--- config.mk ---
export PLATFORM = sky130hd
export DESIGN_NAME = pe_seq_ctrl_flat
export DESIGN_NICKNAME = d
export VERILOG_FILES = /design/src/rtl/pe_seq_ctrl_if.sv /design/src/rtl/pe_seq_ctrl.sv /design/src/flat_wrapper.sv
export SDC_FILE = /design/constraint.sdc
export NUM_CORES = 1
export LEC_CHECK = 0
export CORE_MARGIN = 2
export CORE_UTILIZATION = 50
export CTS_BUF_LIST = sky130_fd_sc_hd__clkbuf_8 sky130_fd_sc_hd__clkbuf_16
export DETAILED_ROUTE_END_ITERATION = 8
export PLACE_DENSITY = 0.76
export SETUP_SLACK_MARGIN = 0.02
export SLEW_MARGIN = 20
export SYNTH_ARGS = -nofsm -noshare
export SYNTH_HDL_FRONTEND = slang
export SYNTH_SLANG_ARGS = --single-unit
--- constraint.sdc ---
create_clock -name clk -period 2.83 [get_ports clk]
set_clock_uncertainty 0.2 [all_clocks]
set_input_delay 0.566 -clock clk [delete_from_list [all_inputs] [get_ports clk]]
set_output_delay 0.566 -clock clk [all_outputs]
set_load 0.05 [all_outputs]
--- src/rtl/pe_seq_ctrl_if.sv ---
// Control bundle between the PE-array sequencer and its environment:
// job configuration/handshake in, buffer strobes and status out.
interface pe_seq_ctrl_if #(
  parameter int A_ADDR_WIDTH = 2,
  parameter int B_ADDR_WIDTH = 2,
  parameter int O_ADDR_WIDTH = 2
) ();

  logic                    start;
  logic                    hold;
  logic [B_ADDR_WIDTH-1:0] num_k;
  logic [O_ADDR_WIDTH-1:0] num_tiles;
  logic                    enA;
  logic [A_ADDR_WIDTH-1:0] addrA;
  logic                    enB;
  logic [B_ADDR_WIDTH-1:0] addrB;
  logic                    rst_acc;
  logic                    acc_en;
  logic                    enO;
  logic                    wrO;
  logic [O_ADDR_WIDTH-1:0] addrO;
  logic                    busy;
  logic                    done;

  modport master (
    input  start, hold, num_k, num_tiles,
    output enA, addrA, enB, addrB, rst_acc, acc_en, enO, wrO, addrO, busy, done
  );

  modport slave (
    output start, hold, num_k, num_tiles,
    input  enA, addrA, enB, addrB, rst_acc, acc_en, enO, wrO, addrO, busy, done
  );

endinterface

--- src/rtl/pe_seq_ctrl.sv ---
// Sequencer for a PE array: per output tile it clears the accumulators, streams
// num_k A/B buffer reads, waits out the PE pipeline and writes the tile result.
module pe_seq_ctrl #(
  parameter int A_ADDR_WIDTH = 2,
  parameter int B_ADDR_WIDTH = 2,
  parameter int O_ADDR_WIDTH = 2,
  parameter int PIPE_LAT     = 2
) (
  input logic              clk,
  input logic              rst,
  pe_seq_ctrl_if.master    bus
);

  typedef enum logic [2:0] {
    IDLE  = 3'd0,
    CLEAR = 3'd1,
    FEED  = 3'd2,
    DRAIN = 3'd3,
    WRITE = 3'd4,
    DONE  = 3'd5
  } state_t;

  localparam logic [3:0] DRAIN_LOAD = 4'(PIPE_LAT - 1);

  state_t                  state_r, stateNext_s;
  logic [B_ADDR_WIDTH-1:0] numK_r, numKNext_s;
  logic [O_ADDR_WIDTH-1:0] numTiles_r, numTilesNext_s;
  logic [B_ADDR_WIDTH-1:0] kCnt_r, kNext_s;
  logic [A_ADDR_WIDTH-1:0] aPtr_r, aPtrNext_s;
  logic [O_ADDR_WIDTH-1:0] tile_r, tileNext_s;
  logic [3:0]              drainCnt_r, drainNext_s;
  logic                    lastRead_r, lastNext_s;
  logic                    issue_s;

  logic                    enRd_r, enRdNext_s;
  logic [A_ADDR_WIDTH-1:0] addrA_r, addrANext_s;
  logic [B_ADDR_WIDTH-1:0] addrB_r, addrBNext_s;
  logic                    rstAcc_r, rstAccNext_s;
  logic                    accEn_r;
  logic                    wrO_r, wrONext_s;
  logic [O_ADDR_WIDTH-1:0] addrO_r, addrONext_s;
  logic                    busy_r, busyNext_s;
  logic                    done_r, doneNext_s;

  // Next-state, counter and registered-output decode
  always_comb begin
    stateNext_s    = state_r;
    numKNext_s     = numK_r;
    numTilesNext_s = numTiles_r;
    kNext_s        = kCnt_r;
    aPtrNext_s     = aPtr_r;
    tileNext_s     = tile_r;
    drainNext_s    = drainCnt_r;
    lastNext_s     = lastRead_r;
    issue_s        = 1'b0;
    enRdNext_s     = 1'b0;
    addrANext_s    = {A_ADDR_WIDTH{1'b0}};
    addrBNext_s    = {B_ADDR_WIDTH{1'b0}};
    addrONext_s    = {O_ADDR_WIDTH{1'b0}};

    case (state_r)
      IDLE: begin
        if (bus.start) begin
          numKNext_s     = bus.num_k;
          numTilesNext_s = bus.num_tiles;
          aPtrNext_s     = {A_ADDR_WIDTH{1'b0}};
          tileNext_s     = {O_ADDR_WIDTH{1'b0}};
          kNext_s        = {B_ADDR_WIDTH{1'b0}};
          lastNext_s     = 1'b0;
          if ((bus.num_k != {B_ADDR_WIDTH{1'b0}}) && (bus.num_tiles != {O_ADDR_WIDTH{1'b0}})) begin
            stateNext_s = CLEAR;
          end else begin
            stateNext_s = DONE;
          end
        end else begin
          stateNext_s = IDLE;
        end
      end
      // The read shown during a FEED cycle is decided at the edge that opens it.
      CLEAR: begin
        stateNext_s = FEED;
        issue_s     = ~bus.hold;
      end
      FEED: begin
        if (lastRead_r) begin
          stateNext_s = DRAIN;
          drainNext_s = DRAIN_LOAD;
          lastNext_s  = 1'b0;
        end else begin
          issue_s = ~bus.hold;
        end
      end
      DRAIN: begin
        if (drainCnt_r == 4'd0) begin
          stateNext_s = WRITE;
        end else begin
          drainNext_s = drainCnt_r - 4'd1;
        end
      end
      WRITE: begin
        if (tile_r == (numTiles_r - O_ADDR_WIDTH'(1))) begin
          stateNext_s = DONE;
        end else begin
          tileNext_s  = tile_r + O_ADDR_WIDTH'(1);
          kNext_s     = {B_ADDR_WIDTH{1'b0}};
          lastNext_s  = 1'b0;
          stateNext_s = CLEAR;
        end
      end
      DONE: begin
        stateNext_s = IDLE;
      end
      default: begin
        stateNext_s = IDLE;
      end
    endcase

    if (issue_s) begin
      enRdNext_s  = 1'b1;
      addrANext_s = aPtr_r;
      addrBNext_s = kCnt_r;
      aPtrNext_s  = aPtr_r + A_ADDR_WIDTH'(1);
      kNext_s     = kCnt_r + B_ADDR_WIDTH'(1);
      lastNext_s  = (kCnt_r == (numK_r - B_ADDR_WIDTH'(1)));
    end else begin
      enRdNext_s  = 1'b0;
    end

    rstAccNext_s = (stateNext_s == CLEAR);
    wrONext_s    = (stateNext_s == WRITE);
    doneNext_s   = (stateNext_s == DONE);
    busyNext_s   = (stateNext_s inside {CLEAR, FEED, DRAIN, WRITE});
    if (stateNext_s == WRITE) begin
      addrONext_s = tile_r;
    end else begin
      addrONext_s = {O_ADDR_WIDTH{1'b0}};
    end
  end

  // State, counters and output registers with synchronous reset
  always_ff @(posedge clk) begin
    if (rst) begin
      state_r    <= IDLE;
      numK_r     <= {B_ADDR_WIDTH{1'b0}};
      numTiles_r <= {O_ADDR_WIDTH{1'b0}};
      kCnt_r     <= {B_ADDR_WIDTH{1'b0}};
      aPtr_r     <= {A_ADDR_WIDTH{1'b0}};
      tile_r     <= {O_ADDR_WIDTH{1'b0}};
      drainCnt_r <= 4'd0;
      lastRead_r <= 1'b0;
      enRd_r     <= 1'b0;
      addrA_r    <= {A_ADDR_WIDTH{1'b0}};
      addrB_r    <= {B_ADDR_WIDTH{1'b0}};
      rstAcc_r   <= 1'b0;
      accEn_r    <= 1'b0;
      wrO_r      <= 1'b0;
      addrO_r    <= {O_ADDR_WIDTH{1'b0}};
      busy_r     <= 1'b0;
      done_r     <= 1'b0;
    end else begin
      state_r    <= stateNext_s;
      numK_r     <= numKNext_s;
      numTiles_r <= numTilesNext_s;
      kCnt_r     <= kNext_s;
      aPtr_r     <= aPtrNext_s;
      tile_r     <= tileNext_s;
      drainCnt_r <= drainNext_s;
      lastRead_r <= lastNext_s;
      enRd_r     <= enRdNext_s;
      addrA_r    <= addrANext_s;
      addrB_r    <= addrBNext_s;
      rstAcc_r   <= rstAccNext_s;
      accEn_r    <= enRd_r;
      wrO_r      <= wrONext_s;
      addrO_r    <= addrONext_s;
      busy_r     <= busyNext_s;
      done_r     <= doneNext_s;
    end
  end

  assign bus.enA     = enRd_r;
  assign bus.addrA   = addrA_r;
  assign bus.enB     = enRd_r;
  assign bus.addrB   = addrB_r;
  assign bus.rst_acc = rstAcc_r;
  assign bus.acc_en  = accEn_r;
  assign bus.enO     = wrO_r;
  assign bus.wrO     = wrO_r;
  assign bus.addrO   = addrO_r;
  assign bus.busy    = busy_r;
  assign bus.done    = done_r;

endmodule

--- src/flat_wrapper.sv ---
// flat-port wrapper written by rule: the top's interface ports become plain ports
module pe_seq_ctrl_flat 
#(
  parameter int A_ADDR_WIDTH = 2,
  parameter int B_ADDR_WIDTH = 2,
  parameter int O_ADDR_WIDTH = 2,
  parameter int PIPE_LAT     = 2
)
  (clk, rst, bus_start, bus_hold, bus_num_k, bus_num_tiles, bus_enA, bus_addrA, bus_enB, bus_addrB, bus_rst_acc, bus_acc_en, bus_enO, bus_wrO, bus_addrO, bus_busy, bus_done);
  pe_seq_ctrl_if #(.A_ADDR_WIDTH(A_ADDR_WIDTH), .B_ADDR_WIDTH(B_ADDR_WIDTH), .O_ADDR_WIDTH(O_ADDR_WIDTH)) bus_i ();
  input logic clk;
  input logic rst;
  input wire logic [$bits(bus_i.start)-1:0] bus_start;
  input wire logic [$bits(bus_i.hold)-1:0] bus_hold;
  input wire logic [$bits(bus_i.num_k)-1:0] bus_num_k;
  input wire logic [$bits(bus_i.num_tiles)-1:0] bus_num_tiles;
  output wire logic [$bits(bus_i.enA)-1:0] bus_enA;
  output wire logic [$bits(bus_i.addrA)-1:0] bus_addrA;
  output wire logic [$bits(bus_i.enB)-1:0] bus_enB;
  output wire logic [$bits(bus_i.addrB)-1:0] bus_addrB;
  output wire logic [$bits(bus_i.rst_acc)-1:0] bus_rst_acc;
  output wire logic [$bits(bus_i.acc_en)-1:0] bus_acc_en;
  output wire logic [$bits(bus_i.enO)-1:0] bus_enO;
  output wire logic [$bits(bus_i.wrO)-1:0] bus_wrO;
  output wire logic [$bits(bus_i.addrO)-1:0] bus_addrO;
  output wire logic [$bits(bus_i.busy)-1:0] bus_busy;
  output wire logic [$bits(bus_i.done)-1:0] bus_done;
  assign bus_i.start = bus_start;
  assign bus_i.hold = bus_hold;
  assign bus_i.num_k = bus_num_k;
  assign bus_i.num_tiles = bus_num_tiles;
  assign bus_enA = bus_i.enA;
  assign bus_addrA = bus_i.addrA;
  assign bus_enB = bus_i.enB;
  assign bus_addrB = bus_i.addrB;
  assign bus_rst_acc = bus_i.rst_acc;
  assign bus_acc_en = bus_i.acc_en;
  assign bus_enO = bus_i.enO;
  assign bus_wrO = bus_i.wrO;
  assign bus_addrO = bus_i.addrO;
  assign bus_busy = bus_i.busy;
  assign bus_done = bus_i.done;
  pe_seq_ctrl #(.A_ADDR_WIDTH(A_ADDR_WIDTH), .B_ADDR_WIDTH(B_ADDR_WIDTH), .O_ADDR_WIDTH(O_ADDR_WIDTH), .PIPE_LAT(PIPE_LAT)) u_core (.clk(clk), .rst(rst), .bus(bus_i));
endmodule
=== Word level (Yosys, flattened, before mapping) ===
Cells that the tools add are included.

* Logic and storage cells: 87
* Register bits: 30
* Output and inout port bits: 14
* Bits of input ports: 8

* Reduce and logical (&&, ||, !) cells: 20
* Multiplexer cells: 24
* Eq/ne operators: 17
* Bitwise operators: 3
* Add/subtract/negate cells: 6

{| class="wikitable"
|+ Operators with widths
! cell !! count
|-
| $mux W3 || 5
|-
| $pmux W3 S5 || 1
|-
| $eq A3 B2 Y1 const B || 4
|-
| $mux W2 || 6
|-
| $reduce_and A3 Y1 || 4
|-
| $reduce_bool A2 Y1 || 6
|-
| $eq A3 B3 Y1 const B || 3
|-
| $mux W4 || 2
|-
| $pmux W2 S2 || 2
|-
| $pmux W4 S2 || 1
|-
| $reduce_bool A4 Y1 || 2
|-
| $add A2 B1 Y2 const B || 3
|-
| $eq A3 B1 Y1 const B || 2
|-
| $ne A2 B2 Y1 const B || 3
|-
| $ne A3 B2 Y1 const B || 2
|-
| $mux W1 || 5
|-
| $eq A2 B2 Y1 || 2
|-
| $logic_not A4 Y1 || 1
|-
| $reduce_and A2 Y1 || 2
|-
| $reduce_or A2 Y1 || 2
|-
| $sub A2 B1 Y2 const B || 2
|-
| $sub A4 B1 Y4 const B || 1
|-
| $logic_not A3 Y1 || 1
|-
| $not A1 Y1 || 3
|-
| 5 further kinds || 5
|}

=== Longest topological paths before layout ===
Gate-level depths: netlist (run 1).

* Depth in word-level cells: 8
* Mapped depth: 7

=== Least setup slack after synthesis (run 1) ===
No wires, ideal clock.

* Path type: register -> register
* Start: register u_core.drainCnt_r[0]
* End: register u_core.rstAcc_r (netlist: u_core.bus.rst_acc)
* Arrival: 1.415 ns
* Path buffers: 1
* Required time: 2.498 ns
* Period minus slack after synthesis: 1.747 ns
* Library setup time: 0.132 ns
* Cell stages (with the launch flop): 8
* Path slack: 1.083 ns
* Cells stage by stage: dfxtp_1 -> inv_1 -> ha_1 -> or3b_1 -> clkbuf_1 -> nor3_1 -> a221oi_2 -> nor3b_1

* Word-level cells in the longest chain between the ends: 4

{| class="wikitable"
|+ RTL lines
! element !! RTL line !! source
|-
| from (decl) || pe_seq_ctrl.sv:31 || <nowiki>logic [3:0] drainCnt_r, drainNext_s;</nowiki>
|-
| from (signal assigned) || pe_seq_ctrl.sv:167 || <nowiki>drainCnt_r <= drainNext_s;</nowiki>
|-
| $logic_not A4 Y1 || pe_seq_ctrl.sv:94 || <nowiki>if (drainCnt_r == 4'd0) begin</nowiki>
|-
| $mux W3 || pe_seq_ctrl.sv:94 ||
|-
| $pmux W3 S5 || pe_seq_ctrl.sv:61 || <nowiki>case (state_r)</nowiki>
|-
| $eq A3 B1 Y1 || pe_seq_ctrl.sv:129 || <nowiki>rstAccNext_s = (stateNext_s == CLEAR);</nowiki>
|-
| to (signal assigned) || pe_seq_ctrl.sv:172 || <nowiki>rstAcc_r <= rstAccNext_s;</nowiki>
|-
| to (decl) || pe_seq_ctrl.sv:38 || <nowiki>logic rstAcc_r, rstAccNext_s;</nowiki>
|}

Every way passes these cells.
A chain may end at the register's enable or synchronous reset.

=== Worst setup path after layout (run 1) ===
* Start: register u_core.state_r[1]
* End: register u_core.aPtr_r[1]

* Word-level cells in the longest chain between the ends: 4
* Elaborated cells between the ends (all ways): 8
* Those cells by class: eq/ne (2); mux (2); reduce/logical (4)

{| class="wikitable"
|+ RTL lines
! element !! RTL line !! source
|-
| from (decl) || pe_seq_ctrl.sv:25 || <nowiki>state_t state_r, stateNext_s;</nowiki>
|-
| from (signal assigned) || pe_seq_ctrl.sv:161 || <nowiki>state_r <= stateNext_s;</nowiki>
|-
| $eq A3 B2 Y1 or $eq A3 B1 Y1 (tied branches) || pe_seq_ctrl.sv:61 ||
|-
| $pmux W1 S2 || pe_seq_ctrl.sv:61 ||
|-
| $reduce_bool A2 Y1 (no source line) || -- ||
|-
| $reduce_and A2 Y1 (no source line) || -- ||
|-
| to (signal assigned) || pe_seq_ctrl.sv:147 || <nowiki>aPtr_r <= {A_ADDR_WIDTH{1'b0}};</nowiki>
|-
| to (signal assigned) || pe_seq_ctrl.sv:165 || <nowiki>aPtr_r <= aPtrNext_s;</nowiki>
|-
| to (decl) || pe_seq_ctrl.sv:29 || <nowiki>logic [A_ADDR_WIDTH-1:0] aPtr_r, aPtrNext_s;</nowiki>
|}

Parallel ways exist; a longest one is shown, timed or not.

==> impl_metrics.py, run 1 <==
metrics = {
    "power_and_ir_drop": {
        "power_uw": 952,
        "power_frac_clock_pct": 37.0,
        "p_leak_nw": 0.599,
        "peakVddDrop_v": 0.000511,
        "p_int_uw": 693,
        "p_sw_uw": 259,
        "p_comb_share_pct": 13.8,
        "p_per_area_nw_per_um2": 580,
        "swShare_pct": 27.2,
        "pwr-share-seq_pct": 49.2,
    },
    "critical_path": {
        "r2r_slack_ns": 0.58,
        "crit_required_ns": 2.86,
        "critical_path_class": "register to register",
        "r2r-start": "u_core.state_r[1]$_SDFF_PP0_",
        "cp-end-kind": "register",
        "reg2reg_to": "u_core.aPtr_r[1]$_SDFFE_PP0P_",
        "start_kind": "register",
        "arrival_ns": 2.28,
        "r2r_cells": 4,
        "cp_max_fo": 15,
    },
    "yosys": {
        "synth_common_cells": "30 x dfxtp_1, 13 x nor2_1, 7 x and2_1, 7 x nor3_1",
        "synth-seq-area-share_pct": 44.7,
        "synth_area_um2": 1350,
        "yosysMostFrequentCell": "dfxtp_1",
        "ys_warn_count": 0,
        "synthArstFlopShare_pct": 0,
        "synthMuxAreaShare_pct": 5.40,
        "syn_area_per_cell_um2": 9.54,
        "synth_xor_area_share_pct": 2.60,
        "synth_seq_cells": 30,
        "synth_cell_types": 41,
        "synth_compound_area_share_pct": 14.6,
        "synth_area_leaders": "dfxtp_1 45%, mux2i_1 3.7%, nor2_1 3.6%",
        "synth_top_family_by_area": "simple AND/OR/NAND/NOR gates",
        "syn-num-nets": 151,
        "synth_cells": 141,
        "synthAdderAreaFrac_pct": 1.86,
        "synth_top_area_cell": "dfxtp_1",
        "netlist.area_leader.share_pct": 44.7,
        "synth-edff-count": 0,
        "yosys.area_share.simple_pct": 25.1,
        "synth_flop_cell": "dfxtp_1",
    },
    "place": {
        "place_congestion": 0.843,
        "io_buffers": 21,
        "dpl_worst_slack_ns": 0.483,
        "hpwl_um": 1830,
    },
    "grt": {
        "grt_start_max_net_pins": 20,
        "track_usage_pct": 18.0,
        "grt_pass1_wl_um": 4300,
        "grt-ovfl-total": 0,
        "antenna_found_initial": 0,
        "grt_pass1_vias": 974,
    },
    "clock_network": {
        "cts_buffers": 5,
        "h-tree-depth": 2,
        "cts_hold_buffers": 0,
        "cts_tree": "yes",
        "cts_root_buf": "clkbuf_8",
        "clock_latency_ns": 0.28,
        "cts_resized": 0,
        "clk_path_buf_depth": 2,
        "clock_sinks": 30,
        "path_clk_slew_ns": 0.06,
        "post_cts_buffers": 0,
    },
    "floorplanning": {
        "ios": 22,
        "start_util_pct": 53.3,
        "row_count": 18,
        "dieHeight_um": 55.9,
        "die_area_um2": 3120,
        "coreArea_um2": 2520,
        "die_x_um": 55.9,
    },
    "sta": {
        "maxSlewViolCount": 0,
        "rsz0062_at_grt": "false",
        "maxSlewHeadroom_pct": 53.4,
        "worst_slew_pin_slew_ns": 0.698,
        "hold_viol": 0,
        "setup_violations": 0,
        "max_freq_mhz": 444,
        "timing.hold.ws_ns": 0.296,
        "fin_ws_ns": 0.577,
        "period_share_pct": 79.6,
        "tns_ns": 0,
        "layout_min_cycle_time_ns": 2.25,
    },
    "drt": {
        "drt-initial-drc-count": 28,
        "post-route-drc-count": 0,
        "ant_nets": 0,
        "wl_um": 2620,
        "dr.pass1.iters": 4,
        "vias_per_cell": 5.37,
        "num_vias": 1025,
        "wl_per_cell_um": 13.7,
    },
    "final_layout": {
        "num_antenna_cells": 0,
        "area_growth_pct": 22.0,
        "nNetsFinal": 170,
        "n_fill_cell": 216,
        "final_core_util_pct": 65.0,
        "drive_above_1_share_pct": 9.94,
    },
    "hold_path": {
        "hp-class": "register to register",
        "holdPathEnd": "u_core.bus.acc_en$_SDFF_PP0_",
        "min_from": "u_core.bus.enA$_SDFF_PP0_",
        "whs_path_depth": 1,
    },
    "status": {
        "status": "finished, final reports clean",
    },
    "job": {
        "cap_viol_max_count": 0,
    },
}
worst max-delay path: stages, from the launching register on:
cell,delay (ns)
dfxtp_1,0.62
or3b_1,0.46
a2111oi_4,0.57
and3b_1,0.25
a221o_1,0.10
final cells by class:
class	count	area (um2)	share of cell area [%]
clock inverter	2	12.5	0.763
clock buffer	6	82.6	5.03
timing repair buffer	22	218	13.3
inverter	6	22.5	1.37
sequential	30	601	36.6
multi-input combinational	95	667	40.7
tap	30	37.5	2.29
cells by family after synthesis:
kind of cell / after synthesis
DFF: 30
and+or+nand+nor: 56
xor gates and xnor gates: 4
muxes: 7
AOI/OAI and AO/OA: 26
buffers and inverters: 16
adders and majority gates: 2
sequential cells by signal (all words and copies together), names as in the netlist:
| signal | count |
|---|---|
| u_core.drainCnt_r | 4 |
| u_core.kCnt_r | 2 |
| u_core.bus.addrO | 2 |
| u_core.numK_r | 2 |
| u_core.tile_r | 2 |
| u_core.bus.acc_en | 1 |
| u_core.bus.enA | 1 |
| u_core.numTiles_r | 2 |
| u_core.bus.addrB | 2 |
| u_core.state_r | 3 |
| u_core.bus.rst_acc | 1 |
| u_core.bus.busy | 1 |
| u_core.aPtr_r | 2 |
| u_core.bus.addrA | 2 |
| u_core.bus.enO | 1 |
| u_core.bus.done | 1 |
| u_core.lastRead_r | 1 |
per-stage QoR:
step / area [um2] / cells
2_1_floorplan: 1350 / 141
5_1_grt: 1640 / 191
6_report: 1640 / 191
4_1_cts: 1640 / 191
3_3_place_gp: 1550 / 183
3_5_place_dp: 1550 / 183
layout by cell type, fill, tap and decap left out, types with 2 or more instances in the layout:
cell type / Yosys / layout
mux2_2: 2 / 2
o21ai_1: 4 / 4
nand2b_1: 3 / 3
xnor2_1: 2 / 2
dfxtp_1: 30 / 30
a21oi_1: 3 / 3
inv_1: 6 / 6
ha_1: 2 / 2
mux2i_1: 5 / 5
and3b_1: 2 / 2
nand2_1: 6 / 6
clkbuf_8: 0 / 6
nand3b_1: 3 / 3
nor2_1: 13 / 13
clkdlybuf4s50_1: 0 / 21
a211oi_1: 4 / 4
nor3b_1: 2 / 2
nor3_1: 7 / 7
and2_1: 7 / 7
o21ai_0: 5 / 5
or3b_1: 2 / 2
nand3_1: 2 / 2
xor2_1: 2 / 2
o22ai_1: 2 / 2
nor2b_1: 3 / 3
nor4_1: 2 / 2
power groups by stage:
| stage | clock network (mW) | registers [mW] | logic, mW |
|---|---|---|---|
| 2_1_floorplan | 0 | 0.482 | 0.0872 |
| 6_report | 0.352 | 0.468 | 0.131 |
| 3_5_place_dp | 0 | 0.476 | 0.131 |
| 3_3_place_gp | 0 | 0.476 | 0.128 |
| 4_1_cts | 0.361 | 0.467 | 0.132 |
| 5_1_grt | 0.381 | 0.471 | 0.141 |
metal layers:
layer / share of wire [%] / GRT usage [%] / wire, um
met1: 46 / 20.6 / 1190
met2: 47 / 28.4 / 1230
met3: 5.9 / 8.84 / 153
met4: 1.5 / 8.16 / 39
met5: 0 / 0 / 0
how the worst max path moves through the flow:
stage	start	endpoint	slack, ns	cells after the start
finish	u_core.state_r[1]$_SDFF_PP0_	u_core.aPtr_r[1]$_SDFFE_PP0P_	0.58	4
global route	u_core.state_r[1]$_SDFF_PP0_	u_core.aPtr_r[1]$_SDFFE_PP0P_	0.41	4
CTS	u_core.state_r[1]$_SDFF_PP0_	u_core.aPtr_r[1]$_SDFFE_PP0P_	0.59	4
detailed placement	bus_start	u_core.aPtr_r[1]$_SDFFE_PP0P_	0.48	5
global placement	bus_start	u_core.aPtr_r[1]$_SDFFE_PP0P_	0.56	5
floorplan	u_core.drainCnt_r[0]$_SDFFE_PP0P_	u_core.bus.rst_acc$_SDFF_PP0_	1.08	7
Power figures use the tool's default switching activity.
==> run 2, diff against run 1 <==
- CORE_UTILIZATION: 50 -> 46
- PLACE_DENSITY: 0.76 -> 0.73
- clock period: 2.83 -> 1.9 ns (I/O delays scaled with it)
==> impl_metrics.py, run 2 (same netlist as run 1, synthesis figures left out) <==
metrics = {
    "drt": {
        "wl_um": 2780,
        "vias_per_cell": 5.34,
        "wl_per_cell_um": 13.5,
        "ant_nets": 0,
        "dr.pass1.iters": 4,
        "num_vias": 1100,
        "drt-initial-drc-count": 33,
        "post-route-drc-count": 0,
    },
    "floorplanning": {
        "start_util_pct": 48.8,
        "die_area_um2": 3370,
        "row_count": 19,
        "coreArea_um2": 2760,
        "dieHeight_um": 58.1,
        "die_x_um": 58.1,
        "ios": 22,
    },
    "critical_path": {
        "start_kind": "register",
        "crit_required_ns": 1.92,
        "critPathMaxStageDelay_ns": 0.45,
        "cp-end-kind": "register",
        "slowest_stage": "a2111oi_4",
        "crit_chain": "or3b_4 -> a2111oi_4 -> buf_4 -> nand2_1 -> o21ai_0",
        "critical_path_class": "register to register",
        "arrival_ns": 1.83,
        "cp_max_fo": 6,
    },
    "power_and_ir_drop": {
        "swShare_pct": 27.0,
        "power_mw": 1.44,
        "p_int_mw": 1.05,
        "p_per_area_nw_per_um2": 832,
        "power_frac_clock_pct": 36.0,
        "p_sw_uw": 391,
        "peakVddDrop_v": 0.000674,
        "p_leak_nw": 0.712,
        "pwr-share-seq_pct": 47.3,
        "p_comb_share_pct": 16.7,
    },
    "status": {
        "status": "finished, final reports clean",
    },
    "job": {
        "cap_viol_max_count": 0,
    },
    "grt": {
        "antenna_found_initial": 0,
        "grt_start_max_net_pins": 15,
        "grt_pass1_wl_um": 4600,
        "grt-ovfl-total": 0,
        "grt_pass1_vias": 1074,
        "track_usage_pct": 18.8,
    },
    "final_layout": {
        "largest_register_ff_count": 4,
        "mostFrequentLayoutCell": "buf_4",
        "final_core_util_pct": 63.0,
        "area_growth_pct": 29.1,
        "mostFrequentLayoutCells": "29 x buf_4, 27 x dfxtp_1, 13 x nor2_1",
        "nNetsFinal": 184,
        "num_antenna_cells": 0,
        "drive_above_1_share_pct": 29.1,
        "largest_registers": "u_core.drainCnt_r: 4 flops, u_core.state_r: 3 flops",
        "regMostFlops": "u_core.drainCnt_r",
    },
    "clock_network": {
        "h-tree-depth": 2,
        "cts_root_buf": "clkbuf_8",
        "clock_sinks": 30,
        "path_clk_slew_ns": 0.06,
        "clock_latency_ns": 0.28,
        "cts_buffers": 5,
        "cts_tree": "yes",
        "clk_path_buf_depth": 2,
    },
    "hold_path": {
        "hp-class": "register to register",
    },
    "sta": {
        "maxSlewHeadroom_pct": 74.8,
        "worst_slew_pin_slew_ns": 0.369,
        "setup_violations": 0,
        "maxSlewViolCount": 0,
        "rsz0062_at_grt": "true",
        "layout_min_cycle_time_ns": 1.81,
        "period_share_pct": 95.4,
        "hold_viol": 0,
        "max_freq_mhz": 551,
    },
    "place": {
        "place_congestion": 0.811,
        "hpwl_um": 2030,
        "io_buffers": 21,
    },
}
run 2: cell types whose count changed in the layout (fill, tap and decap cells not counted), moves of 2 or more:
cell / change
buf_4: +28
clkdlybuf4s50_1: -14
dfxtp_1: -3
dfxtp_2: +2
or3b_1: -2
or3b_4: +2
run 2: path summary, 6_finish.rpt:
path,slack [ns],depth (start not counted),to,start
worst max-delay path,0.09,5,u_core.kCnt_r[0]$_SDFFE_PP0P_,u_core.lastRead_r$_SDFFE_PP0P_
worst max register to register,0.09,5,u_core.kCnt_r[0]$_SDFFE_PP0P_,u_core.lastRead_r$_SDFFE_PP0P_
worst min-delay path,0.28,1,u_core.bus.acc_en$_SDFF_PP0_,u_core.bus.enA$_SDFF_PP0_
worst min register to register,0.28,1,u_core.bus.acc_en$_SDFF_PP0_,u_core.bus.enA$_SDFF_PP0_
run 2: timing repair:
action	CTS	global route
gates resized for setup	0	10
hold buffers	0	0
endpoints found under the hold margin	0	0
setup endpoints to repair	0	12
buffers inserted	0	1
run 2: final cells by class:
cell class | instances | area [um2]
fill | 240 | 1020
multi-input combinational | 95 | 689
sequential | 30 | 607
timing repair buffer | 36 | 288
clock buffer | 6 | 82.6
tap | 31 | 38.8
inverter | 6 | 22.5
clock inverter | 2 | 8.76
run 2: layer usage:
| metal | wire length, um | GRT usage [%] |
|---|---|---|
| met5 | 0 | 0 |
| met3 | 135 | 8.26 |
| met1 | 1220 | 19.9 |
| met4 | 59 | 9.97 |
| met2 | 1360 | 31.3 |
run 2: through the flow:
stage | std cells | TNS [ns] | cell area (um2) | hold slack [ns] | worst slack [ns]
6_report | 206 | 0 | 1740 | 0.281 | 0.0867
5_1_grt | 206 | 0 | 1740 | 0.313 | 0.00494
4_1_cts | 205 | 0 | 1700 | 0.284 | 0.0272
3_5_place_dp | 197 | -0.671 | 1610 | 0.271 | -0.101
3_3_place_gp | 197 | -0.187 | 1610 | 0.268 | -0.0283
2_1_floorplan | 141 | 0 | 1350 | 0.261 | 0.153
run 2: worst max-delay path: cells and delay by family, from the launching register on:
family          cells  cell delay, ns
compound gates      2            0.51
buf+inv             1            0.21
flops               1            0.36
simple gates        2            0.46
run 2: power by group through the flow:
stage	Sequential [mW]	Clock (mW)	Combinational [mW]
after floorplan	0.717	0	0.130
after global placement	0.695	0	0.231
after detailed placement	0.696	0	0.235
after CTS	0.682	0.536	0.236
after global routing	0.688	0.562	0.263
final	0.684	0.519	0.241
==> run 3, diff against run 2 <==
- CTS_CLUSTER_SIZE: not set -> 12
- RECOVER_POWER: not set -> 25
==> impl_metrics.py, run 3 (same netlist as run 1, synthesis figures left out) <==
metrics = {
    "clock_network": {
        "cts_buffers": 5,
        "clk_path_buf_depth": 2,
        "cts_root_buf": "clkbuf_8",
        "clock_sinks": 30,
        "path_clk_slew_ns": 0.06,
        "clock_latency_ns": 0.28,
        "cts_tree": "yes",
        "cts_hold_buffers": 0,
        "h-tree-depth": 2,
    },
    "sta": {
        "layout_min_cycle_time_ns": 1.81,
        "period_share_pct": 95.4,
        "timing.hold.ws_ns": 0.281,
        "tns_ns": 0,
        "hold_viol": 0,
        "setup_violations": 0,
        "maxSlewViolCount": 0,
        "rsz0062_at_grt": "true",
        "maxSlewHeadroom_pct": 60.5,
        "fin_ws_ns": 0.0867,
        "max_freq_mhz": 551,
        "worst_slew_pin_slew_ns": 0.595,
    },
    "final_layout": {
        "regMostFlops": "u_core.drainCnt_r",
        "mostFrequentLayoutCells": "27 x dfxtp_1, 20 x buf_4, 13 x nor2_1",
        "mostFrequentLayoutCell": "dfxtp_1",
        "area_growth_pct": 26.6,
        "num_antenna_cells": 0,
        "largest_register_ff_count": 4,
        "drive_above_1_share_pct": 24.0,
        "nNetsFinal": 184,
        "final_core_util_pct": 61.8,
        "postLayoutCellArea_um2": 1700,
        "largest_registers": "u_core.drainCnt_r: 4 flops, u_core.state_r: 3 flops",
    },
    "drt": {
        "wl_per_cell_um": 13.5,
        "vias_per_cell": 5.35,
        "ant_nets": 0,
        "num_vias": 1102,
        "dr.pass1.iters": 4,
        "drt-initial-drc-count": 37,
        "post-route-drc-count": 0,
        "wl_um": 2780,
    },
    "power_and_ir_drop": {
        "p_leak_nw": 0.674,
        "p_per_area_nw_per_um2": 846,
        "peakVddDrop_v": 0.000672,
    },
    "floorplanning": {
        "ios": 22,
        "start_util_pct": 48.8,
        "die_area_um2": 3370,
        "dieHeight_um": 58.1,
        "coreArea_um2": 2760,
        "die_x_um": 58.1,
        "row_count": 19,
    },
    "grt": {
        "track_usage_pct": 18.8,
        "antenna_found_initial": 0,
        "grt_pass1_vias": 1074,
        "grt_pass1_wl_um": 4600,
        "grt-ovfl-total": 0,
        "grt_start_max_net_pins": 15,
    },
    "place": {
        "io_buffers": 21,
        "dpl_worst_slack_ns": -0.101,
        "place_congestion": 0.811,
        "hpwl_um": 2030,
        "placed_area_um2": 1610,
    },
    "critical_path": {
        "cp-end-kind": "register",
        "start_kind": "register",
        "arrival_ns": 1.83,
        "cp_max_fo": 6,
        "critical_path_class": "register to register",
        "crit_required_ns": 1.92,
    },
    "hold_path": {
        "hp-class": "register to register",
    },
    "job": {
        "cap_viol_max_count": 0,
    },
    "status": {
        "status": "finished, final reports clean",
    },
}
==> run 3: area by class of cell <==
type,instances,area [um2]
fillers,250,1050
flip-flops and latches,30,607
repair buffers,36,254
inverters,6,22.5
clock buffers,6,82.6
multi-input cells,95,689
clock inverters,2,8.76
well taps,31,38.8
==> run 3: path summary, 6_finish.rpt <==
| check | startpoint | slack (ns) | end | cells past startpoint |
|---|---|---|---|---|
| hold reg to reg | u_core.bus.enA$_SDFF_PP0_ | 0.28 | u_core.bus.acc_en$_SDFF_PP0_ | 1 |
| hold / removal | u_core.bus.enA$_SDFF_PP0_ | 0.28 | u_core.bus.acc_en$_SDFF_PP0_ | 1 |
| setup / recovery | u_core.lastRead_r$_SDFFE_PP0P_ | 0.09 | u_core.kCnt_r[0]$_SDFFE_PP0P_ | 5 |
| setup reg to reg | u_core.lastRead_r$_SDFFE_PP0P_ | 0.09 | u_core.kCnt_r[0]$_SDFFE_PP0P_ | 5 |
==> run 3: critical path, cell delays in order (launching register included) <==
cell and delay [ns]:
dfxtp_4 0.36, or3b_4 0.40, a2111oi_4 0.45, buf_4 0.21, nand2_1 0.06, o21ai_0 0.06
==> run 3: metal layers <==
metal | wire, um | vias to the layer above | GRT usage [%]
met4 | 59 | 0 | 9.97
met5 | 0 | - | 0
met1 | 1220 | 519 | 19.9
met2 | 1360 | 17 | 31.3
met3 | 136 | 6 | 8.26
li1 | - | 560 | -
==> run 3: what timing repair did <==
| action | 4_1_cts | 5_1_grt |
|---|---|---|
| endpoints found under the hold margin | 0 | 0 |
| buffers inserted | 0 | 1 |
| endpoints found under the setup margin | 0 | 12 |
| resized for setup | 0 | 10 |
==> run 3: per-stage QoR <==
step,instances,power [mW]
floorplan,141,0.847
global placement,197,0.925
detailed placement,197,0.931
CTS,205,1.45
global route,206,1.51
finish,206,1.44
==> run 3: where the power goes <==
part | internal (mW) | switching (mW) | total [mW]
registers | 0.656 | 0.0277 | 0.684
clock network | 0.286 | 0.233 | 0.519
logic | 0.108 | 0.130 | 0.237
